--- src/rtl/iob_word_serializer_pkg.sv ---
// Shared constants for the word serializer: FSM encodings and default width.
package iob_word_serializer_pkg;

    localparam int unsigned DATA_W_DEFAULT = 21;

    localparam logic [0:0] ST_IDLE  = 1'b0;
    localparam logic [0:0] ST_SHIFT = 1'b1;

endpackage

--- src/rtl/iob_word_serializer_if.sv ---
// Word-side handshake and bit-side serial bus of the word serializer.
interface iob_word_serializer_if
    import iob_word_serializer_pkg::*;
#(
    parameter int unsigned DATA_W = DATA_W_DEFAULT
);

    logic [DATA_W-1:0] data_i;
    logic              valid_i;
    logic              ready_o;
    logic              tick_i;
    logic              s_o;
    logic              s_valid_o;
    logic              s_en_o;
    logic              last_o;
    logic              done_o;

    modport master (
        output data_i, valid_i, tick_i,
        input  ready_o, s_o, s_valid_o, s_en_o, last_o, done_o
    );

    modport slave (
        input  data_i, valid_i, tick_i,
        output ready_o, s_o, s_valid_o, s_en_o, last_o, done_o
    );

endinterface

--- src/rtl/iob_piso_reg.sv ---
// Parallel-load, shift-left register; only the MSB is exposed as serial data.
module iob_piso_reg
    import iob_word_serializer_pkg::*;
#(
    parameter int unsigned DATA_W = DATA_W_DEFAULT
) (
    input  logic              clk_i,
    input  logic              cke_i,
    input  logic              rst_i,
    input  logic              load_i,
    input  logic              shift_i,
    input  logic              clr_i,
    input  logic [DATA_W-1:0] d_i,
    output logic              msb_o
);

    logic [DATA_W-1:0] sh_q;
    logic [DATA_W-1:0] sh_d;

    always_comb begin
        sh_d = sh_q;
        if (load_i) begin
            sh_d = d_i;
        end else if (clr_i) begin
            sh_d = '0;
        end else if (shift_i) begin
            sh_d = {sh_q[DATA_W-2:0], 1'b0};
        end
    end

    always_ff @(posedge clk_i) begin
        if (rst_i) begin
            sh_q <= '0;
        end else if (cke_i) begin
            sh_q <= sh_d;
        end
    end

    assign msb_o = sh_q[DATA_W-1];

endmodule

--- src/rtl/iob_word_serializer.sv ---
// Word-to-bit serializer, MSB first, with a one-word holding buffer for gapless streaming.
module iob_word_serializer
    import iob_word_serializer_pkg::*;
#(
    parameter int unsigned DATA_W = DATA_W_DEFAULT
) (
    input  logic                 clk_i,
    input  logic                 cke_i,
    input  logic                 rst_i,
    iob_word_serializer_if.slave io
);

    localparam int unsigned CNT_W = $clog2(DATA_W);

    logic [DATA_W-1:0] buf_q, buf_d;
    logic              buf_full_q, buf_full_d;
    logic [CNT_W-1:0]  cnt_q, cnt_d;
    logic [0:0]        state_q, state_d;

    logic ready_c, s_valid_c, last_c, s_en_c, done_c;
    logic accept_c, load_c, shift_c, clr_c;
    logic msb_c;

    assign ready_c   = cke_i & ~buf_full_q;
    assign s_valid_c = (state_q == ST_SHIFT);
    assign last_c    = s_valid_c & (cnt_q == '0);
    assign s_en_c    = cke_i & io.tick_i & s_valid_c;
    assign done_c    = s_en_c & last_c;
    assign accept_c  = io.valid_i & ready_c;

    // A buffered word loads immediately from IDLE, or on the edge that consumes the last bit.
    assign load_c  = cke_i & buf_full_q & ((state_q == ST_IDLE) | done_c);
    assign shift_c = s_en_c & (cnt_q != '0);
    assign clr_c   = done_c & ~buf_full_q;

    always_comb begin
        buf_d      = buf_q;
        buf_full_d = buf_full_q;
        cnt_d      = cnt_q;
        state_d    = state_q;
        if (accept_c) begin
            buf_d      = io.data_i;
            buf_full_d = 1'b1;
        end
        if (load_c) begin
            cnt_d      = CNT_W'(DATA_W - 1);
            buf_full_d = 1'b0;
            state_d    = ST_SHIFT;
        end else if (shift_c) begin
            cnt_d = cnt_q - CNT_W'(1);
        end else if (clr_c) begin
            state_d = ST_IDLE;
        end
    end

    always_ff @(posedge clk_i) begin
        if (rst_i) begin
            buf_q      <= '0;
            buf_full_q <= 1'b0;
            cnt_q      <= '0;
            state_q    <= ST_IDLE;
        end else if (cke_i) begin
            buf_q      <= buf_d;
            buf_full_q <= buf_full_d;
            cnt_q      <= cnt_d;
            state_q    <= state_d;
        end
    end

    iob_piso_reg #(
        .DATA_W (DATA_W)
    ) u_piso (
        .clk_i   (clk_i),
        .cke_i   (cke_i),
        .rst_i   (rst_i),
        .load_i  (load_c),
        .shift_i (shift_c),
        .clr_i   (clr_c),
        .d_i     (buf_q),
        .msb_o   (msb_c)
    );

    assign io.ready_o   = ready_c;
    assign io.s_o       = msb_c;
    assign io.s_valid_o = s_valid_c;
    assign io.s_en_o    = s_en_c;
    assign io.last_o    = last_c;
    assign io.done_o    = done_c;

endmodule

--- src/flat_wrapper.sv ---
// flat-port wrapper written by rule: the top's interface ports become plain ports
module iob_word_serializer_flat import iob_word_serializer_pkg::*;
#(
    parameter int unsigned DATA_W = DATA_W_DEFAULT
)
  (clk_i, cke_i, rst_i, io_data_i, io_valid_i, io_tick_i, io_ready_o, io_s_o, io_s_valid_o, io_s_en_o, io_last_o, io_done_o);
  iob_word_serializer_if #(.DATA_W(DATA_W)) io_i ();
  input  logic clk_i;
  input  logic cke_i;
  input  logic rst_i;
  input wire logic [$bits(io_i.data_i)-1:0] io_data_i;
  input wire logic [$bits(io_i.valid_i)-1:0] io_valid_i;
  input wire logic [$bits(io_i.tick_i)-1:0] io_tick_i;
  output wire logic [$bits(io_i.ready_o)-1:0] io_ready_o;
  output wire logic [$bits(io_i.s_o)-1:0] io_s_o;
  output wire logic [$bits(io_i.s_valid_o)-1:0] io_s_valid_o;
  output wire logic [$bits(io_i.s_en_o)-1:0] io_s_en_o;
  output wire logic [$bits(io_i.last_o)-1:0] io_last_o;
  output wire logic [$bits(io_i.done_o)-1:0] io_done_o;
  assign io_i.data_i = io_data_i;
  assign io_i.valid_i = io_valid_i;
  assign io_i.tick_i = io_tick_i;
  assign io_ready_o = io_i.ready_o;
  assign io_s_o = io_i.s_o;
  assign io_s_valid_o = io_i.s_valid_o;
  assign io_s_en_o = io_i.s_en_o;
  assign io_last_o = io_i.last_o;
  assign io_done_o = io_i.done_o;
  iob_word_serializer #(.DATA_W(DATA_W)) u_core (.clk_i(clk_i), .cke_i(cke_i), .rst_i(rst_i), .io(io_i));
endmodule
--- config.mk ---
export PLATFORM = sky130hd
export DESIGN_NAME = iob_word_serializer_flat
export DESIGN_NICKNAME = d
export VERILOG_FILES = /design/src/rtl/iob_word_serializer_pkg.sv /design/src/rtl/iob_word_serializer_if.sv /design/src/rtl/iob_piso_reg.sv /design/src/rtl/iob_word_serializer.sv /design/src/flat_wrapper.sv
export SDC_FILE = /design/constraint.sdc
export NUM_CORES = 1
export LEC_CHECK = 0
export ABC_AREA = 1
export CORE_UTILIZATION = 49
export CTS_CLUSTER_SIZE = 24
export DETAILED_ROUTE_END_ITERATION = 12
export GPL_TIMING_DRIVEN = 1
export PLACE_DENSITY_LB_ADDON = 0.05
export SYNTH_ARGS = -nofsm -noshare
export SYNTH_HDL_FRONTEND = slang
export SYNTH_HIERARCHICAL = 1
export SYNTH_SLANG_ARGS = --single-unit
export TNS_END_PERCENT = 30
--- constraint.sdc ---
create_clock -name clk_i -period 1.6 [get_ports clk_i]
set_clock_uncertainty 0.05 [all_clocks]
set_input_delay 0.4 -clock clk_i [delete_from_list [all_inputs] [get_ports clk_i]]
set_output_delay 0.4 -clock clk_i [all_outputs]
set_load 0.01 [all_outputs]
==> impl_metrics.ini, run 1 <==
[outcome]
outcome = finished, violations left
violations = setup timing

[final_layout]
fillCellCount = 379
diodes = 0
drive_above_1_share_pct = 27.36
areaGrowthSynthToFinish_pct = 46.60
multi_input_area_mm2 = 0.001335
ff_latch_area_um2 = 984.7
post-route-util_pct = 74.67
nNetsFinal = 462
design_area_mm2 = 0.003503

[pwr]
switching_share_pct = 27.81
power.leakage_uw = 0.001605
clkPwrFrac_pct = 29.1
intPower_uw = 1833
vdd_drop_max_v = 0.0004750
p_switching_uw = 705.9
p_per_area_mw_per_mm2 = 724.7
comb_power_share_pct = 19.5
p_seq_share_pct = 51.4

[synth]
syn_nets = 396
yosysSeqAreaShare_pct = 41.05
yosys_warnings = 6
synth_top_cell_area_share_pct = 41.05
synth_adder_area_share_pct = 1.047
ys_seq_elements = 49
synth_area_leaders = dfxtp_1, nand2_1, nor2_1
synthMuxAreaShare_pct = 0
syn_area_per_cell_um2 = 6.494
synth_compound_area_share_pct = 7.435
yosys.area.top_type = dfxtp_1
syn_inst = 368
synth_cell_types = 27
synth_top_family_by_area = simple AND/OR/NAND/NOR gates
synthSimpleGateAreaFrac_pct = 40.73
syn_area_mm2 = 0.002390
synth_xor_area_share_pct = 0

[setup_path]
cp_common_cell = nand2_4
cp-end-kind = flip-flop
required_ns = 1.79
cp_max_fo = 5
path_cells = inv_2, ha_4, inv_2, nor2_4, nand3_4, buf_6, nand2_4, nand2_4, inv_4, nor2_4, buf_6, nand2_4, nand2_8, clkbuf_16, nand2_1, nand2_1, nor2_1
critPathKind = reg -> reg
critPathArrivalTime_ns = 2.06
worst_setup_path_start_kind = flip-flop
critPathSlowestCell = dfxtp_2
critPathMaxStageDelay_ns = 0.33

[global_routing]
grt_max_degree = 28
gr-total-overflow = 0
grt_pass1_wl_um = 9735
grt_usage_pct = 24.33
antenna_found_initial = 0
grt_pass1_vias = 2038

[routing]
wl_met2_um = 2771
drt_iter0_drc = 223
met1Wirelength_um = 2861
vias = 2361
dr_wl_met3_um = 262
antenna_left = 0
wl_per_cell_um = 12.19
drcViolationCount = 0
dr.pass1.iters = 4
via_per_inst = 4.828
top_layer = met4
wl_um = 5962

[cts]
clockBufferDepth = 2
clk_latency_ns = 0.30
path_clk_slew_ns = 0.09
cts_root_buf = clkbuf_8
clock-sinks = 49
cts_hold_buf = 0
numCtsBuffers = 5
htreeDepth = 2
cts_tree = done

[placed_design]
post_dp_cell_area_mm2 = 0.003012
place.port_buffers = 31
place_hpwl_um = 3640
gp_congestion = 0.8272
post-place-ws_ns = -0.6331

[timing]
fin_crit_sh_pct = 116.8
setup_viol = 23
drv_slew = 0
fmax_mhz = 535.2
tightest_slew_ns = 0.2263
finalHoldViolations = 0
relSlewSlack_pct = 84.90
rsz0062_at_grt = true
final.setup.worst_slack_ns = -0.2683
period_needed_ns = 1.868

[die]
core_area_mm2 = 0.004692
rows = 25
dieArea_mm2 = 0.005160
die_h_um = 71.84
die_w_um = 71.84
num_io_pins = 32
start_util_pct = 50.93

[flow_run]
max-cap-violations = 0

[worst_hold_path]
hp-class = reg -> reg
==> cell type report <==
cell class / count / area share, %
Clock buffer: 6 / 2.071
Clock inverter: 2 / 0.3929
Tap cell: 54 / 1.929
Timing Repair Buffer: 76 / 24.54
Inverter: 38 / 4.536
Multi-Input combinational cell: 263 / 38.11
Sequential cell: 49 / 28.11
Timing Repair inverter: 1 / 0.3214
==> power by group through the flow <==
stage / combinational [µW] / sequential [µW] / clock (µW)
finish: 494 / 1310 / 740
global route: 539 / 1310 / 810
CTS: 467 / 1300 / 748
detailed placement: 403 / 1330 / 0
global placement: 398 / 1330 / 0
floorplan: 235 / 1330 / 0
==> stage by stage <==
step	total power, µW	TNS, ns	hold slack (ns)	cells
floorplan	1562	-0.4724	0.3822	368
global placement	1727	-24.80	0.3978	462
detailed placement	1733	-26.33	0.4039	462
CTS	2519	-5.839	0.4161	488
global route	2661	-6.877	0.4349	489
finish	2539	-5.265	0.4118	489
==> Yosys cell counts <==
cell      instances
nand4_1           1
o21bai_1          1
or2_1             1
nor2_2            4
dfxtp_1          49
nand2_2           3
nor2_8            1
buf_1             3
ha_1              2
nor2_1           44
nand3_4           1
inv_2             5
nand2_4           2
buf_2             8
a21oi_1          26
buf_4             3
clkbuf_2          1
nand2_1         144
a31oi_2           1
clkinv_1          1
nand3_2           1
o21ai_1           2
inv_1            32
a21oi_2           2
nand3b_2          1
clkbuf_1          3
nand3_1          26
==> sequential cells by signal, indices dropped and copies added, names as in the netlist <==
signal / cells
u_core/buf_full_q: 1
u_core/u_piso/sh_q: 21
u_core/buf_q: 21
u_core/io.s_valid_o: 1
u_core/cnt_q: 5
==> path summary, 6_finish.rpt <==
path | startpoint | end | slack [ns] | depth (start not counted)
max | u_core/cnt_q[1] | u_core/u_piso/sh_q[11] | -0.27 | 17
min | u_core/buf_q[2] | u_core/buf_q[2] | 0.41 | 2
max reg2reg | u_core/cnt_q[1] | u_core/u_piso/sh_q[11] | -0.27 | 17
min reg2reg | u_core/buf_q[2] | u_core/buf_q[2] | 0.41 | 2
==> critical path: cells and delay by family, from the launching register on <==
family,cells,cell delay [ns]
AND/OR/NAND/NOR,10,0.68
adder cells (fa/ha/maj),1,0.13
flip-flops,1,0.33
buffers and inverters,6,0.60
==> cells in the final DEF (no fill, tap or decap), drive strengths merged, types with 2 or more instances in the layout <==
master and n:
ha 2, a21oi 28, nand3 28, clkinv 3
buf 47, nor2 49, o21ai 2, dlygate4sd2 4
inv 38, clkbuf 7, clkdlybuf4s50 23, nand2 149
dfxtp 49
==> timing repair <==
item,4_1_cts,5_1_grt
buffers inserted,14,1
cloned,5,2
pin swaps,24,15
setup endpoints to repair,52,23
hold endpoints to repair,0,0
gates resized for setup,52,28
==> per-layer routing <==
metal | up-vias | global-route usage (%)
li1 | 1259 | -
met1 | 1033 | 36.48
met2 | 61 | 35.95
met3 | 8 | 4.641
met4 | 0 | 5.882
met5 | - | 0
==> kinds of logic after synthesis <==
| group | after synthesis |
|---|---|
| AO/OA/AOI/OAI | 32 |
| adder cells (fa/ha/maj) | 2 |
| buffers and inverters | 56 |
| flip-flops | 49 |
| AND/OR/NAND/NOR | 229 |
(Power assumes the default switching activity.)
==> run 2, diff against run 1 <==
- GPL_TIMING_DRIVEN: 1 -> default
==> results of run 2 <==
Final layout, timing and power as in run 1 (identical DEF).
==> run 3, diff against run 2 <==
- CORE_MARGIN: default -> 2
- CTS_CLUSTER_SIZE: 24 -> 28
- MAX_ROUTING_LAYER: default -> met4
==> run 3 against run 2 <==
Critical path depth down 1. Final area decreased by 6.4%. The flow still finishes with violations (setup timing). Die area grew 5.6%. Core utilization is 5.2 points lower. Via count down 2.6%. Routed wire length shrank 2.4%. Non-clock buffer count shrank 11. Total power is 5.1% higher. Combinational power is 11% lower. Register-to-register slack better by 0.03 ns. Clock-buffer cell count is 1 higher. Critical endpoint is now u_core/u_piso/sh_q[13]. Global-route usage shrank 0.49 points.
==> impl_metrics.ini, run 3 (same netlist as run 1, synthesis figures left out) <==
[outcome]
outcome = finished, violations left
violations = setup timing

[routing]
drt_iter0_drc = 118
antenna_left = 0
drcViolationCount = 0
wl_per_cell_um = 11.88
vias = 2299
dr.pass1.iters = 4
via_per_inst = 4.692
wl_um = 5820

[die]
start_util_pct = 50.60
core_area_mm2 = 0.004723
rows = 25
die_w_um = 73.84
die_h_um = 73.84
dieArea_mm2 = 0.005452
num_io_pins = 32

[global_routing]
grt_max_degree = 25
grt_pass1_wl_um = 9798
grt_pass1_vias = 2045
antenna_found_initial = 0
gr-total-overflow = 0
grt_usage_pct = 23.84

[final_layout]
final_common_cell = nand2_1
top_regs = u_core/buf_q (21), u_core/u_piso/sh_q (21), u_core/cnt_q (5)
areaGrowthSynthToFinish_pct = 37.28
post-route-util_pct = 69.46
drive_above_1_share_pct = 22.70
nNetsFinal = 450
final_cell_mix = nand2_1, dfxtp_1, nor2_1, inv_1
diodes = 0
finalNonFillerCells = 490
design_area_mm2 = 0.003281

[worst_hold_path]
hold_start = u_core/buf_q[3]
hold_depth = 2
whs_endpoint = u_core/buf_q[3]
hp-class = reg -> reg

[timing]
drv_slew = 0
fin_crit_sh_pct = 114.9
fmax_mhz = 543.9
period_needed_ns = 1.839
finalHoldViolations = 0
final.setup.worst_slack_ns = -0.2387
tightest_slew_ns = 0.2737
relSlewSlack_pct = 81.73
tns_ns = -4.281
rsz0062_at_grt = true
setup_viol = 26

[pwr]
vdd_drop_max_v = 0.0004413
p_per_area_mw_per_mm2 = 813.1
power.leakage_uw = 0.001528
power.total_uw = 2667

[cts]
cts_root_buf = clkbuf_8
clockBufferDepth = 2
path_clk_slew_ns = 0.08
cts_tree = done
htreeDepth = 2
numCtsBuffers = 5
clk_latency_ns = 0.31
clock-sinks = 49

[setup_path]
r2r_end = u_core/u_piso/sh_q[13]
r2r-start = u_core/cnt_q[0]
worst_setup_path_start_kind = flip-flop
critPathArrivalTime_ns = 1.99
required_ns = 1.75
critPathKind = reg -> reg
reg2reg_depth = 16
r2r_setup_slack_ns = -0.24
cp_max_fo = 5
cp-end-kind = flip-flop

[placed_design]
dp_cells = 476
post_dp_cell_area_mm2 = 0.002985
place_hpwl_um = 3996
gp_congestion = 0.9199
place.port_buffers = 31

[flow_run]
max-cap-violations = 0
-- run 3: cell types whose count changed in the layout (fill, tap and decap cells not counted), moves of 2 or more --
cell,change
buf_12,-3
buf_16,-4
buf_4,-4
buf_6,-2
inv_1,+2
inv_2,-3
nand2_2,+3
nand2_4,-3
nor2_1,+7
nor2_2,-6
-- run 3: worst max path at each step --
stage                                   to             from  cells after the start
finish              u_core/u_piso/sh_q[13]  u_core/cnt_q[0]                     16
global route        u_core/u_piso/sh_q[20]  u_core/cnt_q[0]                     16
CTS                 u_core/u_piso/sh_q[19]  u_core/cnt_q[0]                     16
detailed placement   u_core/u_piso/sh_q[7]            cke_i                     14
global placement     u_core/u_piso/sh_q[7]            cke_i                     14
floorplan           u_core/u_piso/sh_q[10]  u_core/cnt_q[0]                     15
-- run 3: cell type report --
cell class                      count  area (µm²)
Fill cell                         418        1443
Multi-Input combinational cell    263        1287
Sequential cell                    49       983.4
Timing Repair Buffer               65       655.6
Inverter                           38       153.9
Clock buffer                        7       86.33
Tap cell                           67       83.83
Clock inverter                      1       30.03
-- run 3: metal layers --
layer / part of all wire, % / wire length [µm] / GRT usage [%] / vias to the layer above
met2: 42 / 2448 / 33.33 / 50
met4: 0.74 / 43 / 4.848 / 0
met1: 53 / 3067 / 35.58 / 1013
met3: 4.5 / 260 / 4.527 / 5
li1: - / - / - / 1231
met5: 0 / 0 / - / -
-- run 3: where the power goes --
part / internal [µW] / switching, µW / total, µW
combinational: 211 / 228 / 439
clock: 510 / 415 / 925
sequential: 1270 / 30.7 / 1300
total: 1990 / 674 / 2670
-- run 3: timing repair --
| action | CTS | global route |
|---|---|---|
| endpoints found under the hold margin | 0 | 0 |
| cloned | 2 | 1 |
| buffers inserted | 1 | 2 |
| setup endpoints to repair | 51 | 28 |
| resized for setup | 38 | 20 |
| hold buffers | 0 | 0 |
| pin swaps | 6 | 7 |
-- run 3: critical path, stage by stage, from the launching register on --
cell and delay, ns:
dfxtp_2 0.36, inv_4 0.05, ha_4 0.15, inv_2 0.06
nor2_4 0.04, nand3_4 0.09, buf_6 0.11, nand2_4 0.05
nand2_4 0.08, inv_6 0.04, nor2_4 0.13, nand2_2 0.08
nand2_4 0.12, clkbuf_16 0.16, nand2_1 0.05, nand2_1 0.06
nor2_1 0.04
-- run 3: metrics by stage --
| stage | hold WS (ns) | worst slack [ns] |
|---|---|---|
| final | 0.4176 | -0.2387 |
| after global routing | 0.4370 | -0.3058 |
| after CTS | 0.4170 | -0.1744 |
| after detailed placement | 0.4034 | -0.6259 |
| after global placement | 0.3982 | -0.5983 |
| after floorplan | 0.3822 | -0.02672 |
